<file path="config.mk">
export PLATFORM = sky130hd
export DESIGN_NAME = sisc_mem_arb
export DESIGN_NICKNAME = d
export VERILOG_FILES = /design/src/rtl/sisc_mem_arb_pkg.sv /design/src/rtl/sisc_arb_pick.sv /design/src/rtl/sisc_mem_arb.sv
export SDC_FILE = /design/constraint.sdc
export NUM_CORES = 1
export LEC_CHECK = 0
export CORE_MARGIN = 2
export CORE_UTILIZATION = 46
export DETAILED_ROUTE_END_ITERATION = 7
export PLACE_DENSITY = 0.86
export SYNTH_ARGS = -nofsm -noshare
export SYNTH_HDL_FRONTEND = slang
export SYNTH_HIERARCHICAL = 1
export SYNTH_SLANG_ARGS = --single-unit
</file>
<file path="constraint.sdc">
create_clock -name clk -period 12.2 [get_ports clk]
set_input_delay 2.44 -clock clk [delete_from_list [all_inputs] [get_ports clk]]
set_output_delay 2.44 -clock clk [all_outputs]
set_load 0.02 [all_outputs]
</file>
<file path="src/rtl/sisc_mem_arb_pkg.sv">
// sisc_mem_arb_pkg: shared state encoding and sizing helper for the SISC memory arbiter.
package sisc_mem_arb_pkg;
   typedef enum logic [1:0] {
      IDLE  = 2'd0,
      ISSUE = 2'd1,
      WAIT  = 2'd2,
      ACK   = 2'd3
   } state_t;
   function automatic int cnt_w(input int n);
      return $clog2(n + 1);
   endfunction
endpackage

</file>
<file path="src/rtl/sisc_arb_pick.sv">
// sisc_arb_pick: winner select between fetch and data, with a starvation streak counter.
module sisc_arb_pick
   import sisc_mem_arb_pkg::*;
#(
   parameter int STARVE = 4
) (
   input  logic clk,
   input  logic rst_f,
   input  logic if_req,
   input  logic dm_req,
   input  logic grant,
   output logic sel_dm
);
   localparam int SW = cnt_w(STARVE);
   logic [SW-1:0] streak;
   logic starved;
   assign starved = if_req && (streak == SW'(STARVE));
   assign sel_dm  = dm_req && !starved;
   // A data grant under contention can never happen while starved, so +1 never overflows.
   always_ff @(posedge clk or posedge rst_f)
      if (rst_f) streak <= '0;
      else if (grant) streak <= !sel_dm ? '0 : if_req ? streak + SW'(1) : streak;
endmodule

</file>
<file path="src/rtl/sisc_mem_arb.sv">
// sisc_mem_arb: single-port memory arbiter sharing one synchronous memory
// between instruction fetch and LOD/STR data accesses.
module sisc_mem_arb
   import sisc_mem_arb_pkg::*;
#(
   parameter int AW      = 16,
   parameter int DW      = 32,
   parameter int MEM_LAT = 2,
   parameter int STARVE  = 4
) (
   input  logic          clk,
   input  logic          rst_f,
   input  logic          if_req,
   input  logic [AW-1:0] if_addr,
   output logic          if_ack,
   output logic [DW-1:0] if_rdata,
   input  logic          dm_req,
   input  logic          dm_we,
   input  logic [AW-1:0] dm_addr,
   input  logic [DW-1:0] dm_wdata,
   output logic          dm_ack,
   output logic [DW-1:0] dm_rdata,
   output logic          mem_en,
   output logic          mem_we,
   output logic [AW-1:0] mem_addr,
   output logic [DW-1:0] mem_wdata,
   input  logic [DW-1:0] mem_rdata,
   output logic          busy
);
   localparam int CW = cnt_w(MEM_LAT);
   state_t state, state_nx;
   logic own_dm, we_q, sel_dm, grant;
   logic [CW-1:0] cnt;
   assign grant = (state == IDLE) && (if_req || dm_req);
   sisc_arb_pick #(.STARVE(STARVE)) u_pick (
      .clk    (clk),
      .rst_f  (rst_f),
      .if_req (if_req),
      .dm_req (dm_req),
      .grant  (grant),
      .sel_dm (sel_dm)
   );
   always_ff @(posedge clk or posedge rst_f)
      if (rst_f) state <= IDLE;
      else state <= state_nx;
   always_comb begin
      state_nx = state == IDLE  ? (grant ? ISSUE : IDLE)
               : state == ISSUE ? (we_q ? ACK : WAIT)
               : state == WAIT  ? (cnt == CW'(1) ? ACK : WAIT)
               : IDLE;
      mem_en   = state == ISSUE;
      mem_we   = (state == ISSUE) && we_q;
      if_ack   = (state == ACK) && !own_dm;
      dm_ack   = (state == ACK) && own_dm;
      busy     = state != IDLE;
   end
   // The memory port is driven only from these latched copies, never from the requesters.
   always_ff @(posedge clk or posedge rst_f)
      if (rst_f) begin
         own_dm    <= 1'b0;
         we_q      <= 1'b0;
         cnt       <= '0;
         mem_addr  <= '0;
         mem_wdata <= '0;
         if_rdata  <= '0;
         dm_rdata  <= '0;
      end else begin
         if (grant) begin
            own_dm   <= sel_dm;
            mem_addr <= sel_dm ? dm_addr : if_addr;
            we_q     <= sel_dm && dm_we;
            if (sel_dm) mem_wdata <= dm_wdata;
         end
         if (state == ISSUE) cnt <= CW'(MEM_LAT);
         if (state == WAIT) begin
            cnt <= cnt - CW'(1);
            if (cnt == CW'(1)) begin
               if (own_dm) dm_rdata <= mem_rdata;
               else if_rdata <= mem_rdata;
            end
         end
      end
endmodule

</file>
==> impl_summary.log <==
[metrics] placer's final routability congestion estimate: 0.762
[metrics] Site Rows: 38
[metrics] maximum fanout encountered on the critical timing path: 34
[metrics] final instance area: 7890 um2
[metrics] max-slew violations: 0
[metrics] Hold/Removal Path Class: flip-flop to flip-flop
[metrics] Post-Syn Nets: 415
[metrics] number of global-route vias before repair: 3,565
[metrics] FF-to-FF Start: u_pick/streak[0]
[metrics] worst reg2reg setup slack: 9.32 ns
[metrics] maximum single-stage delay on the critical path: 0.88 ns
[metrics] Antenna Diode Count: 0
[metrics] Required @ worst endpoint: 12.58 ns
[metrics] Simple-Gate Fraction of Synth Area: 0.0180
[metrics] unrepaired setup endpoints after global routing: false
[metrics] Netlist cell types: 30
[metrics] Die H: 109 um
[metrics] nature of the critical path startpoint: input port
[metrics] Least-Margin Pin Slew: 1.11 ns
[metrics] post-synthesis instance area: 5090 um2
[metrics] Critical Path AT: 5.22 ns
[metrics] total half-perimeter wirelength after legalization and detailed placement: 8300 um
[metrics] wire length per cell: around 17 um
[metrics] Via Count: about 3,400
[metrics] Final Net Count: about 640
[metrics] worst-case headroom to the max-slew limit: 0.253
[metrics] path depth of the worst reg2reg path: 5
[metrics] FF+latch count, synth: between 100 and 150
[metrics] layout filler cell count: 730
[metrics] Yosys top cell area share: 0.595
[metrics] post-synthesis mux area share: 0.313
[metrics] clock tree root buffer cell: sky130_fd_sc_hd__clkbuf_8
[metrics] clock-pin slew reported for the worst setup and hold paths after clock tree synthesis: 0.06 ns
[metrics] total global-route track usage: 0.196
[metrics] final hold vios: 0
[metrics] cell-by-cell trace of the critical path: clkdlybuf4s50_1 -> inv_1 -> a31oi_2 -> o211ai_4 -> mux2_1
[metrics] cells taking the most area after synthesis: sky130_fd_sc_hd__dfrtp_1, sky130_fd_sc_hd__mux2_2, sky130_fd_sc_hd__mux2_4
[metrics] endpoint kind of the worst setup timing path: flip-flop
[metrics] largest buffer count on any clock path: 2
[metrics] cell taking the most area after synthesis: sky130_fd_sc_hd__dfrtp_1
[metrics] outcome: complete, no violations
[metrics] Crit. Startpoint: dm_req
[metrics] Synth-to-Final Area Change: 55.1%
[metrics] remaining design rule violation count: 0
[metrics] Detailed Route Iter0 Violations: 75
[metrics] width of the chip: 109 um
[metrics] largest voltage drop on the vdd net: approximately 150 uV
[metrics] Top Ports: 218
[metrics] first-pass GRT wire length: approximately 18,000 um
[metrics] part of the Yosys area used for sequential elements: 0.595
[metrics] leakage component of the power: about 0.0035 uW
[metrics] share of final-layout standard cells stronger than drive strength 1: 0.301
[metrics] Reg-to-Reg End: mem_wdata[13]
[metrics] number of hold buffers added after CTS: 0
[metrics] type of the worst setup path: input port to flip-flop
[metrics] most frequent cells in the layout: sky130_fd_sc_hd__clkdlybuf4s50_1, sky130_fd_sc_hd__dfrtp_1, sky130_fd_sc_hd__mux2_2
[metrics] capture point of the worst path: mem_wdata[13]
[metrics] most common cell after layout, fill and taps aside: sky130_fd_sc_hd__clkdlybuf4s50_1
[metrics] post-DR vias/cell: 4.92
[metrics] compound-gate portion of the synthesized area: 0.0219
[metrics] core area: around 11,000 um2
[metrics] count of input and output buffers: 217
[metrics] maximum number of pins on one net before global-route repair: 65
[metrics] remaining number of nets flagged by the antenna check after routing: 0
[metrics] count of endpoints failing setup in the final report: 0
[metrics] post-route minimum period: 4.84 ns
[metrics] First-pass DRT Iterations: 4
[metrics] max-cap violations: 0
[metrics] Syn Area/Cell: 16.6 um2
[metrics] adder and majority gate portion of the synthesized area: 0.0172
[metrics] Cell Area, Placed: around 7300 um2
[metrics] power density relative to cell area: 285 nW/um2
[metrics] CTS tree: built
[metrics] Synth Warn #: 6
[metrics] Synth Instances: 307
[metrics] Resize count post-CTS: 0
[metrics] full die area: 11,900 um2
[metrics] post-CTS setup repair buffer count: 0
[metrics] overall overflow remaining after global route: 0
[metrics] Initial Utilization: 0.471
[metrics] number of clock buffers inserted by TritonCTS: 17
[metrics] combinational family with the most area after synthesis: multiplexers
[metrics] number of sinks handled by clock tree synthesis: approximately 120
[metrics] initial antenna violation count: 0
[metrics] Routed WL: 11,700 um
[metrics] depth of the CTS H-tree: 4
[metrics] crit path max-delay cell type: sky130_fd_sc_hd__a31oi_2
[metrics] portion of the clock cycle consumed by the worst path in the final layout: 0.396
[metrics] highest clock frequency the design can meet: between 0.2 and 0.25 GHz
[metrics] Worst-Skew Late Latency: 0.51 ns
[metrics] post-synthesis share of cell area spent on xor and xnor gates: 0
[metrics] Worst Skew: 0.0108 ns
[metrics] final sum of negative setup slack: 0 ns
## worst min-delay path by stage
stage                                to  slack [ns]          start  cells after the start
after floorplan                  cnt[0]        0.46         cnt[0]                      1
after global placement           cnt[0]        0.47         cnt[0]                      1
after detailed placement  mem_wdata[28]        0.48  mem_wdata[28]                      1
after CTS                        cnt[0]        0.49         cnt[0]                      1
after global routing      mem_wdata[28]        0.50  mem_wdata[28]                      1
final                            cnt[0]        0.48         cnt[0]                      1
## critical path: cells and delay by family
kind,cells,cell delay (ns)
muxes,1,0.51
AOI/OAI and AO/OA,2,1.51
buffers and inverters,2,0.74
## area by class of cell
class	instances	area, um2	share of cell area
Tap cell	140	175	0.0222
Sequential cell	121	3030	0.384
Timing Repair Buffer	218	2180	0.276
Multi-Input combinational cell	161	1890	0.240
Clock inverter	9	125	0.0159
Inverter	12	47.5	0.00603
Clock buffer	21	439	0.0557
## stage by stage
step           cells  power, uW  hold slack [ns]   util  setup WS (ns)
4_1_cts          682       2270            0.491  0.731           7.36
5_1_grt          682       2350            0.502  0.731           7.21
6_report         682       2250            0.482  0.731           7.36
2_1_floorplan    307       1270            0.457      -           6.63
3_3_place_gp     652       1740            0.466  0.679           6.99
3_5_place_dp     652       1780            0.484  0.679           6.83
## sequential cells by signal (all words and copies together), names as in the netlist
name	flops
if_rdata	32
dm_rdata	32
own_dm	1
cnt	2
u_pick/streak	3
mem_addr	16
mem_wdata	32
state	2
we_q	1
## cell families (layout without fill, tap and decap cells)
kind of cell | after synthesis | after routing
AO/OA/AOI/OAI | 13 | 13
adder cells (fa/ha/maj) | 7 | 7
buffers and inverters | 25 | 260
flip-flops | 121 | 121
multiplexers | 130 | 130
AND/OR/NAND/NOR | 11 | 11
## layer usage
metal,global-route usage,vias to the layer above,part of all wire
met5,0,-,0
met4,0.0604,0,0.012
met3,0.0687,14,0.083
met2,0.323,147,0.50
met1,0.243,1665,0.40
li1,-,1530,-
## cell usage after synthesis (all sizes together)
library cell	instances
mux2	129
dfrtp	121
inv	12
buf	10
ha	7
clkbuf	3
o21ai	3
a31oi	2
and2	2
nand2	2
nand3	2
nand3b	2
o2bb2ai	2
a21bo	1
a21oi	1
a22o	1
mux2i	1
nand2b	1
nor2	1
nor2b	1
o211ai	1
o21a	1
o311ai	1
## where the power goes
part	leakage (uW)	switching, uW	internal, uW
clock	0.000273	165	312
combinational	0.00177	468	579
sequential	0.00142	114	606
No activity file was read; power rests on OpenSTA's default activity.
